File: config.mk
export PLATFORM = sky130hd
export DESIGN_NAME = multi_key_process_flat
export DESIGN_NICKNAME = d
export VERILOG_FILES = /design/src/rtl/key_pkg.sv /design/src/rtl/multi_key_process_if.sv /design/src/rtl/key_channel.sv /design/src/rtl/multi_key_process.sv /design/src/flat_wrapper.sv
export SDC_FILE = /design/constraint.sdc
export NUM_CORES = 1
export LEC_CHECK = 0
export CORE_MARGIN = 4
export CORE_UTILIZATION = 35
export DETAILED_ROUTE_END_ITERATION = 10
export PLACE_DENSITY = 0.47
export SLEW_MARGIN = 0
export SYNTH_ARGS = -nofsm -noshare
export SYNTH_HDL_FRONTEND = slang
export SYNTH_SLANG_ARGS = --single-unit
File: constraint.sdc
create_clock -name clk -period 3.9 [get_ports clk]
set_input_delay 0.39 -clock clk [delete_from_list [all_inputs] [get_ports clk]]
set_output_delay 0.39 -clock clk [all_outputs]
set_load 0.01 [all_outputs]
File: src/rtl/key_pkg.sv
// Shared types and helpers for the multi-key push-button front end.
package key_pkg;

   // Per-channel event FSM states.
   typedef enum logic [1:0] {
      IDLE = 2'd0,
      HELD = 2'd1,
      LONG = 2'd2
   } key_state_t;

   // Convert a millisecond duration to clock cycles.
   function automatic int unsigned ms2cyc(input int unsigned ms, input int unsigned hz);
      return ms * (hz / 1000);
   endfunction

endpackage

File: src/rtl/multi_key_process_if.sv
// Key bus: raw buttons and repeat enables in, debounced level and event pulses out.
interface multi_key_process_if #(
   parameter int unsigned N_KEYS = 4
);
   logic [N_KEYS-1:0] in_key;
   logic [N_KEYS-1:0] repeat_en;
   logic [N_KEYS-1:0] key_level;
   logic [N_KEYS-1:0] out_press;
   logic [N_KEYS-1:0] out_short;
   logic [N_KEYS-1:0] out_long;
   logic [N_KEYS-1:0] out_repeat;
   logic [N_KEYS-1:0] out_release;

   modport master (
      output in_key, repeat_en,
      input  key_level, out_press, out_short, out_long, out_repeat, out_release
   );

   modport slave (
      input  in_key, repeat_en,
      output key_level, out_press, out_short, out_long, out_repeat, out_release
   );
endinterface

File: src/rtl/key_channel.sv
// One key channel: 2-flop sync, debounce, and press/short/long/repeat/release events.
module key_channel
   import key_pkg::*;
#(
   parameter int unsigned DEBOUNCE_CYC = 4,
   parameter int unsigned LONG_CYC     = 20,
   parameter int unsigned REPEAT_CYC   = 5,
   parameter bit          ACTIVE_HIGH  = 1'b1
) (
   input  logic clk,
   input  logic rst_n,
   input  logic in_key,
   input  logic repeat_en,
   output logic key_level,
   output logic out_press,
   output logic out_short,
   output logic out_long,
   output logic out_repeat,
   output logic out_release
);

   localparam int unsigned DB_W  = $clog2(DEBOUNCE_CYC + 1);
   localparam int unsigned LG_W  = $clog2(LONG_CYC + 1);
   localparam int unsigned RP_W  = $clog2(REPEAT_CYC + 1);

   logic            raw;
   logic            s1_q, s2_q;
   logic            level_q, level_d;
   logic [DB_W-1:0] db_q, db_d;
   logic [LG_W-1:0] hold_q, hold_d;
   logic [RP_W-1:0] rep_q, rep_d;
   key_state_t      state_q, state_d;
   logic            toggle, rise, fall;
   logic            press_d, short_d, long_d, repeat_d, release_d;
   logic            press_q, short_q, long_q, repeat_q, release_q;

   // Normalise so that 1 always means pressed.
   assign raw = ACTIVE_HIGH ? in_key : ~in_key;

   // Debounce: level flips after DEBOUNCE_CYC consecutive cycles disagreeing with it.
   always_comb begin
      db_d    = db_q;
      level_d = level_q;
      toggle  = 1'b0;
      if (s2_q == level_q) begin
         db_d = '0;
      end else if (db_q == DB_W'(DEBOUNCE_CYC - 1)) begin
         db_d    = '0;
         level_d = s2_q;
         toggle  = 1'b1;
      end else begin
         db_d = db_q + 1'b1;
      end
   end

   assign rise = toggle & s2_q;
   assign fall = toggle & ~s2_q;

   // Event FSM; a release always wins over long/repeat in the same cycle.
   always_comb begin
      state_d   = state_q;
      hold_d    = hold_q;
      rep_d     = rep_q;
      press_d   = 1'b0;
      short_d   = 1'b0;
      long_d    = 1'b0;
      repeat_d  = 1'b0;
      release_d = 1'b0;
      unique case (state_q)
         IDLE: begin
            if (rise) begin
               press_d = 1'b1;
               hold_d  = '0;
               state_d = HELD;
            end
         end
         HELD: begin
            if (fall) begin
               short_d   = 1'b1;
               release_d = 1'b1;
               state_d   = IDLE;
            end else if (hold_q == LG_W'(LONG_CYC - 1)) begin
               long_d  = 1'b1;
               rep_d   = '0;
               state_d = LONG;
            end else if (hold_q < LG_W'(LONG_CYC)) begin
               hold_d = hold_q + 1'b1;
            end
         end
         LONG: begin
            if (fall) begin
               release_d = 1'b1;
               state_d   = IDLE;
            end else if (!repeat_en) begin
               rep_d = '0;
            end else if (rep_q == RP_W'(REPEAT_CYC - 1)) begin
               repeat_d = 1'b1;
               rep_d    = '0;
            end else begin
               rep_d = rep_q + 1'b1;
            end
         end
         default: state_d = IDLE;
      endcase
   end

   // State, counters and registered event pulses.
   always_ff @(posedge clk or negedge rst_n) begin
      if (!rst_n) begin
         s1_q      <= 1'b0;
         s2_q      <= 1'b0;
         level_q   <= 1'b0;
         db_q      <= '0;
         hold_q    <= '0;
         rep_q     <= '0;
         state_q   <= IDLE;
         press_q   <= 1'b0;
         short_q   <= 1'b0;
         long_q    <= 1'b0;
         repeat_q  <= 1'b0;
         release_q <= 1'b0;
      end else begin
         s1_q      <= raw;
         s2_q      <= s1_q;
         level_q   <= level_d;
         db_q      <= db_d;
         hold_q    <= hold_d;
         rep_q     <= rep_d;
         state_q   <= state_d;
         press_q   <= press_d;
         short_q   <= short_d;
         long_q    <= long_d;
         repeat_q  <= repeat_d;
         release_q <= release_d;
      end
   end

   assign key_level   = level_q;
   assign out_press   = press_q;
   assign out_short   = short_q;
   assign out_long    = long_q;
   assign out_repeat  = repeat_q;
   assign out_release = release_q;

endmodule

File: src/rtl/multi_key_process.sv
// N-channel push-button front end: independent key_channel per input.
module multi_key_process
   import key_pkg::*;
#(
   parameter int unsigned N_KEYS      = 4,
   parameter int unsigned IN_C_HZ     = 50_000_000,
   parameter int unsigned DEBOUNCE_MS = 10,
   parameter int unsigned LONG_MS     = 500,
   parameter int unsigned REPEAT_MS   = 100,
   parameter bit          ACTIVE_HIGH = 1'b1
) (
   input logic                 clk,
   input logic                 rst_n,
   multi_key_process_if.slave  keys
);

   localparam int unsigned DEBOUNCE_CYC = ms2cyc(DEBOUNCE_MS, IN_C_HZ);
   localparam int unsigned LONG_CYC     = ms2cyc(LONG_MS, IN_C_HZ);
   localparam int unsigned REPEAT_CYC   = ms2cyc(REPEAT_MS, IN_C_HZ);

   // Parameter sanity checks at elaboration.
   if (N_KEYS < 1) begin : g_bad_n
      $error("N_KEYS must be >= 1");
   end
   if (IN_C_HZ % 1000 != 0 || IN_C_HZ == 0) begin : g_bad_hz
      $error("IN_C_HZ must be a non-zero multiple of 1000");
   end
   if (DEBOUNCE_MS < 1 || REPEAT_MS < 1) begin : g_bad_ms
      $error("DEBOUNCE_MS and REPEAT_MS must be >= 1");
   end
   if (LONG_MS <= DEBOUNCE_MS) begin : g_bad_long
      $error("LONG_MS must exceed DEBOUNCE_MS");
   end

   // One fully independent channel per key.
   for (genvar i = 0; i < N_KEYS; i++) begin : g_ch
      key_channel #(
         .DEBOUNCE_CYC (DEBOUNCE_CYC),
         .LONG_CYC     (LONG_CYC),
         .REPEAT_CYC   (REPEAT_CYC),
         .ACTIVE_HIGH  (ACTIVE_HIGH)
      ) u_ch (
         .clk         (clk),
         .rst_n       (rst_n),
         .in_key      (keys.in_key[i]),
         .repeat_en   (keys.repeat_en[i]),
         .key_level   (keys.key_level[i]),
         .out_press   (keys.out_press[i]),
         .out_short   (keys.out_short[i]),
         .out_long    (keys.out_long[i]),
         .out_repeat  (keys.out_repeat[i]),
         .out_release (keys.out_release[i])
      );
   end

endmodule

File: src/flat_wrapper.sv
// flat-port wrapper written by rule: the top's interface ports become plain ports
module multi_key_process_flat import key_pkg::*;
#(
   parameter int unsigned N_KEYS      = 4,
   parameter int unsigned IN_C_HZ     = 50_000_000,
   parameter int unsigned DEBOUNCE_MS = 10,
   parameter int unsigned LONG_MS     = 500,
   parameter int unsigned REPEAT_MS   = 100,
   parameter bit          ACTIVE_HIGH = 1'b1
)
  (clk, rst_n, keys_in_key, keys_repeat_en, keys_key_level, keys_out_press, keys_out_short, keys_out_long, keys_out_repeat, keys_out_release);
  multi_key_process_if #(.N_KEYS(N_KEYS)) keys_i ();
  input logic clk;
  input logic rst_n;
  input wire logic [$bits(keys_i.in_key)-1:0] keys_in_key;
  input wire logic [$bits(keys_i.repeat_en)-1:0] keys_repeat_en;
  output wire logic [$bits(keys_i.key_level)-1:0] keys_key_level;
  output wire logic [$bits(keys_i.out_press)-1:0] keys_out_press;
  output wire logic [$bits(keys_i.out_short)-1:0] keys_out_short;
  output wire logic [$bits(keys_i.out_long)-1:0] keys_out_long;
  output wire logic [$bits(keys_i.out_repeat)-1:0] keys_out_repeat;
  output wire logic [$bits(keys_i.out_release)-1:0] keys_out_release;
  assign keys_i.in_key = keys_in_key;
  assign keys_i.repeat_en = keys_repeat_en;
  assign keys_key_level = keys_i.key_level;
  assign keys_out_press = keys_i.out_press;
  assign keys_out_short = keys_i.out_short;
  assign keys_out_long = keys_i.out_long;
  assign keys_out_repeat = keys_i.out_repeat;
  assign keys_out_release = keys_i.out_release;
  multi_key_process #(.N_KEYS(N_KEYS), .IN_C_HZ(IN_C_HZ), .DEBOUNCE_MS(DEBOUNCE_MS), .LONG_MS(LONG_MS), .REPEAT_MS(REPEAT_MS), .ACTIVE_HIGH(ACTIVE_HIGH)) u_core (.clk(clk), .rst_n(rst_n), .keys(keys_i));
endmodule
Word level (Yosys, flattened, before mapping)
Index checks and enable logic that the tools add are counted.
Widths: inputs -> output; s select.

word-level totals
  memories kept = 0
  output and inout port bits = 24
  memory bits (read-only) = 0
  register bits after elaboration = 308
  bits in latches = 0
  RAM bits = 0
  bits of input ports = 10

operators by class
  reductions and logical operators = 32
  multiplexer cells = 128
  eq/ne operators = 56
  multipliers = 0
  bitwise logic cells = 16
  $add $sub $neg = 12
  magnitude comparators = 4
  shift-type cells = 0
  div/mod/pow operators = 0

operator list
  kind                   number
  $mux 23                20
  $mux 25                16
  $pmux 25 s2            4
  $pmux 23 s2            4
  $mux 19                8
  $add 25x1->25 const B  4
  $eq 25x25->1 const B   4
  $lt 25x25->1 const B   4
  $add 23x1->23 const B  4
  $eq 23x23->1 const B   4
  $add 19x1->19 const B  4
  $eq 19x19->1 const B   4
  $mux 1                 56
  $ne 2x2->1 const B     28
  $mux 2                 16
  $pmux 2 s3             4
  $reduce_and 5->1       4
  $reduce_and 4->1       4
  $reduce_bool 2->1      8
  $ne 3x3->1 const B     4
  $reduce_and 3->1       4
  $and 1x1->1            8
  $eq 2x1->1 const B     4
  $eq 2x2->1 const B     4
  5 further kinds        24

Logic depth before layout (Yosys ltp)
  depth after elaboration = 6
  gate-level depth with buffers = 10

Hierarchy
A second synthesis with hierarchy kept.

second synthesis, totals
  cell total of the unflattened synthesis = 1813
  area total of the unflattened synthesis = 16893.7 µm²

modules (own cells, without submodules)
  module                                 instances  sequential area each (µm²)  cells each  area each (µm²)
  key_channel (u_core.g_ch[0].u_ch ...)  2          1926.8                      438         4225.3
  key_channel (u_core.g_ch[1].u_ch)      1          1926.8                      472         4284.1
  key_channel (u_core.g_ch[3].u_ch)      1          1926.8                      465         4159.0

Worst setup path after synthesis
OpenSTA, ideal clock, no wires.

  path type = register to register
  start = reg u_core.g_ch[1].u_ch.db_q[7]
  end = reg u_core.g_ch[1].u_ch.hold_q[5]
  arrival time = 2.478 ns
  slack = 1.352 ns
  library setup time = 0.069 ns
  path buffers = 1
  stages on the path, launching flop included = 8
  clock period less this slack = 2.548 ns
  path through = dfrtp_1 -> or4b_4 -> nor4_4 -> a31oi_2 -> or4_1 -> buf_2 -> or3_1 -> nand3_1

between the ends
  word-level cells in the longest chain between the ends = 6
  elaborated cells between the ends (all ways) = 8
  classes of those cells = eq/ne (3); mux (2); bitwise (2); reduce/logical (1)

ends and longest elaborated chain
  what                                   line                                  text
  from (decl)                            key_channel.sv:29                     logic [DB_W-1:0] db_q, db_d;
  from (signal assigned)                 key_channel.sv:113                    db_q <= '0;
  from (signal assigned)                 key_channel.sv:126                    db_q <= db_d;
  $eq 19x19->1 (*)                       key_channel.sv:47                     end else if (db_q == DB_W'(DEBOUNCE_CYC - 1)) begin
  $mux 1 (*)                             key_channel.sv:47
  $mux 1 (*)                             key_channel.sv:45                     if (s2_q == level_q) begin
  $and 1x1->1, on equally long branches  key_channel.sv:57, key_channel.sv:56
  $ne 2x2->1 (no source line)            --
  $reduce_and 5->1 (no source line) (*)  --
  to (signal assigned)                   key_channel.sv:127                    hold_q <= hold_d;
  to (decl)                              key_channel.sv:30                     logic [LG_W-1:0] hold_q, hold_d;

Every way passes the cells marked *; elsewhere a longest branch is shown, timed or not.
A chain may end at the register's enable or synchronous reset.

Worst setup path after layout
  start = reg u_core.g_ch[1].u_ch.db_q[7]
  end = reg u_core.g_ch[1].u_ch.hold_q[12]

The elaborated chain is that of the path after synthesis.

==> results.py <==
metrics = {
    "yosys": {
        "synth-compound-area-share": 0.193,
        "synth-xor-area-share": 0.0328,
        "yosys.area.top_type_share": 0.443,
        "synth_area_per_cell_sq_um": 8.97,
        "post_synthesis_async_set_or_reset_flop_share": 1.00,
        "postSynthCellCount": 1938,
        "netlist-cell-type-count": 75,
        "synth_simple_gate_area_share": 0.267,
        "syn-cell-area_sq_mm": 0.0174,
        "synth_top_cell_by_area": "sky130_fd_sc_hd__dfrtp_1",
        "synth_fa_ha_area_frac": 0.0173,
        "synth-seq-cells": 308,
        "yosys-mux-area-fraction": 0.00439,
        "synth.net_count": 1972,
        "synth_top_family_by_area": "simple AND/OR/NAND/NOR gates",
        "synth_enable_flop_cells": 0,
        "seq_area_frac_synth": 0.443,
        "yosys_warnings": 0,
        "ys.flop_type": "sky130_fd_sc_hd__dfrtp_1",
        "synth.area.top_cells": "sky130_fd_sc_hd__dfrtp_1, sky130_fd_sc_hd__o21ai_0, sky130_fd_sc_hd__o31ai_1, sky130_fd_sc_hd__nand3_1, sky130_fd_sc_hd__nor2_1",
    },
    "critical_path": {
        "endpoint_kind": "flip-flop",
        "critical_path_required_ns": 4.32,
        "worstSetupPathType": "reg2reg",
        "data_arrival_time_of_the_worst_path_ns": 3.54,
        "cp-start-kind": "flip-flop",
        "critical_path_peak_fanout": 21,
    },
    "detailed_routing": {
        "drtPass1Iterations": 5,
        "route.vias.total": 14773,
        "drt_first_iter_violations": 945,
        "postRouteAntennaNets": 0,
        "dr_drc_count": 0,
        "wire_per_inst_um": 16.6,
        "finalWirelength_um": 43600,
        "via_per_inst": 5.63,
    },
    "pwr": {
        "netSwitchingPower_w": 0.00152,
        "design_power_total_w": 0.00689,
        "power-per-cell-area_mw_per_mm2": 352,
        "pwr-share-clk": 0.515,
        "pwr-share-seq": 0.468,
        "leakage_nw": 7.79,
        "p_int_w": 0.00537,
        "swShare": 0.220,
        "p_comb_frac": 0.017,
        "vdd_ir_drop_max_uv": 239,
    },
    "flow_run": {
        "max-cap-violations": 0,
    },
    "sta": {
        "worst_slew_pin_slew_ns": 1.21,
        "setup-violations-final": 0,
        "report.final.slew_viol_count": 0,
        "min_period_over_period": 0.801,
        "timing.clock.skew_ns": 0.0134,
        "setup_tns_ns": 0,
        "timing_hold_violations_final": 0,
        "max_slew_margin": 0.192,
        "rsz_0062_raised_after_global_routing": "false",
        "final.min_clock_period_ns": 3.12,
        "fmaxAchievable_mhz": 320,
    },
    "clocking": {
        "tritoncts": "done",
        "cts-root-buf": "sky130_fd_sc_hd__clkbuf_16",
        "number_of_h_tree_branching_levels": 2,
        "ctsLongestPathBuffers": 3,
        "cts_sinks": 308,
        "clock_latency_ns": 0.56,
        "worst_setup_hold_path_clk_slew_ns": 0.05,
        "numCtsBuffers": 40,
        "cts.repair.resized": 0,
    },
    "die": {
        "row_count": 81,
        "dieWidth_um": 231,
        "floorplan.die_area_sq_mm": 0.0533,
        "initial_core_util": 0.354,
        "num_io_pins": 34,
        "fp.coreArea_sq_mm": 0.0491,
        "die_height_um": 231,
    },
    "final_layout": {
        "final_net_count": 1966,
        "post_route_cells_drive_above_1_share": 0.0653,
        "final_core_utilization": 0.399,
        "area_growth_syn_to_layout_pct": 12.5,
        "antenna_cells_inserted": 0,
    },
    "placement": {
        "io_buffers": 33,
        "final_hpwl_from_detailed_placement_um": 28100,
        "finalWeightedCongestion": 0.798,
    },
    "status": {
        "outcome": "complete, no violations",
    },
    "global_route": {
        "globalRouteOverflowTotal": 0,
        "antenna_violations_before_repair": 0,
        "grt_start_max_net_pins": 99,
        "via_count_of_the_first_global_routing_pass": 14441,
        "grtUsageTotal": 0.163,
        "grt_pass1_wl_um": 74500,
    },
    "worst_hold_path": {
        "type_of_the_most_critical_hold_path": "in2reg",
    },
}
==> timing repair <==
action / 4_1_cts / 5_1_grt
hold buffers: 1 / 0
hold endpoints to repair: 93 / 0
buffers inserted: 0 / 0
==> placed cells by master (no fill, tap or decap), drive strengths merged, types with 8 or more instances in the layout <==
| cell type | instances |
|---|---|
| dfrtp | 308 |
| nor2 | 169 |
| o21ai | 167 |
| nand2 | 148 |
| nand3 | 143 |
| o31ai | 106 |
| and3 | 58 |
| clkbuf | 58 |
| nand4 | 56 |
| inv | 49 |
| a21oi | 48 |
| nor3 | 45 |
| xor2 | 44 |
| and4 | 40 |
| a31oi | 40 |
| buf | 35 |
| and2 | 34 |
| nor4 | 34 |
| or3 | 33 |
| clkdlybuf4s50 | 32 |
| ha | 24 |
| o311ai | 22 |
| nor2b | 21 |
| xnor2 | 21 |
| o41ai | 21 |
| nand2b | 20 |
| o211ai | 18 |
| or4 | 17 |
| a41oi | 17 |
| clkinv | 10 |
| nor4b | 9 |
| or2 | 9 |
| a31o | 8 |
==> through the flow <==
| stage | area, sq um | hold WS (ns) | setup WS, ns | cells |
|---|---|---|---|---|
| global placement | 18300 | 0.337 | 0.821 | 2553 |
| global route | 19600 | 0.252 | 0.547 | 2623 |
| finish | 19600 | 0.277 | 0.775 | 2623 |
| floorplan | 17400 | 0.0944 | 1.35 | 1938 |
| detailed placement | 18300 | 0.336 | 0.794 | 2553 |
| CTS | 19600 | 0.233 | 0.788 | 2623 |
==> kinds of logic after synthesis <==
group / Yosys count
and+or+nand+nor: 865
adders and majority gates: 24
muxes: 7
xor gates and xnor gates: 65
AOI/OAI and AO/OA: 504
DFF: 308
buffers and inverters: 165
==> area by class of cell <==
type                    count  area (sq um)
clock buffers              58          1170
clock inverters            11          80.1
fillers                  5003         29500
inverters                  49           184
multi-input cells        1465          8960
flip-flops and latches    308          7710
well taps                 664           831
repair buffers             68           626
==> sequential cells by signal (all words and copies together) (netlist names) <==
name                          flops
u_core.g_ch.u_ch.hold_q         100
u_core.g_ch.u_ch.rep_q           92
u_core.g_ch.u_ch.db_q            76
u_core.g_ch.u_ch.state_q          8
u_core.g_ch.u_ch.key_level        4
u_core.g_ch.u_ch.out_long         4
u_core.g_ch.u_ch.out_press        4
u_core.g_ch.u_ch.out_release      4
u_core.g_ch.u_ch.out_repeat       4
u_core.g_ch.u_ch.out_short        4
u_core.g_ch.u_ch.s1_q             4
u_core.g_ch.u_ch.s2_q             4
==> cells in the mapped netlist, drive strengths merged, types with 4 or more instances <==
cell type / n
a211o: 5
a21o: 4
a21oi: 48
a31o: 8
a31oi: 40
a41oi: 17
and2: 34
and3: 58
and4: 40
buf: 34
clkbuf: 82
dfrtp: 308
ha: 24
inv: 49
mux2: 5
nand2: 148
nand2b: 20
nand3: 143
nand3b: 4
nand4: 56
nand4b: 6
nor2: 169
nor2b: 21
nor3: 45
nor4: 34
nor4b: 9
nor4bb: 5
o211ai: 18
o21a: 7
o21ai: 167
o22a: 4
o22ai: 5
o311ai: 22
o31a: 4
o31ai: 106
o41ai: 21
or2: 9
or3: 33
or4: 17
or4b: 7
xnor2: 21
xor2: 44
==> worst max-delay path, cell delays in order, from the launching register on <==
cell and delay, ns:
sky130_fd_sc_hd__dfrtp_1 0.42, sky130_fd_sc_hd__or4b_4 0.57, sky130_fd_sc_hd__nor4_4 0.40, sky130_fd_sc_hd__a31oi_2 0.20
sky130_fd_sc_hd__or2_0 0.68, sky130_fd_sc_hd__nor2_1 0.56, sky130_fd_sc_hd__a31oi_1 0.15
==> path summary, 6_finish.rpt <==
check,startpoint,to,cells past startpoint,slack (ns)
worst max-delay path,u_core.g_ch[1].u_ch.db_q[7]$_DFF_PN0_,u_core.g_ch[1].u_ch.hold_q[12]$_DFFE_PN0P_,6,0.78
worst min-delay path,keys_in_key[3],u_core.g_ch[3].u_ch.s1_q$_DFF_PN0_,1,0.28
worst max register to register,u_core.g_ch[1].u_ch.db_q[7]$_DFF_PN0_,u_core.g_ch[1].u_ch.hold_q[12]$_DFFE_PN0P_,6,0.78
worst min register to register,u_core.g_ch[2].u_ch.s1_q$_DFF_PN0_,u_core.g_ch[2].u_ch.s2_q$_DFF_PN0_,0,0.36
max in group asynchronous,rst_n,u_core.g_ch[2].u_ch.hold_q[22]$_DFFE_PN0P_,3,2.48
min in group asynchronous,rst_n,u_core.g_ch[0].u_ch.hold_q[13]$_DFFE_PN0P_,2,0.45
==> power by group through the flow <==
stage | Clock, W | Combinational [W] | Sequential [W]
2_1_floorplan | 0 | 0.0000289 | 0.00328
3_3_place_gp | 0 | 0.000127 | 0.00328
3_5_place_dp | 0 | 0.000128 | 0.00328
4_1_cts | 0.00370 | 0.000130 | 0.00322
5_1_grt | 0.00382 | 0.000144 | 0.00322
6_report | 0.00355 | 0.000120 | 0.00322
==> metal layers <==
metal	GRT usage	vias to the layer above	wire, um	part of all wire
met5	0	-	0	0
li1	-	7255	-	-
met2	0.252	241	19300	0.44
met4	0.0500	0	951	0.022
met1	0.234	7217	21600	0.50
met3	0.0263	60	1690	0.039
No activity file was read; power rests on OpenSTA's default activity.
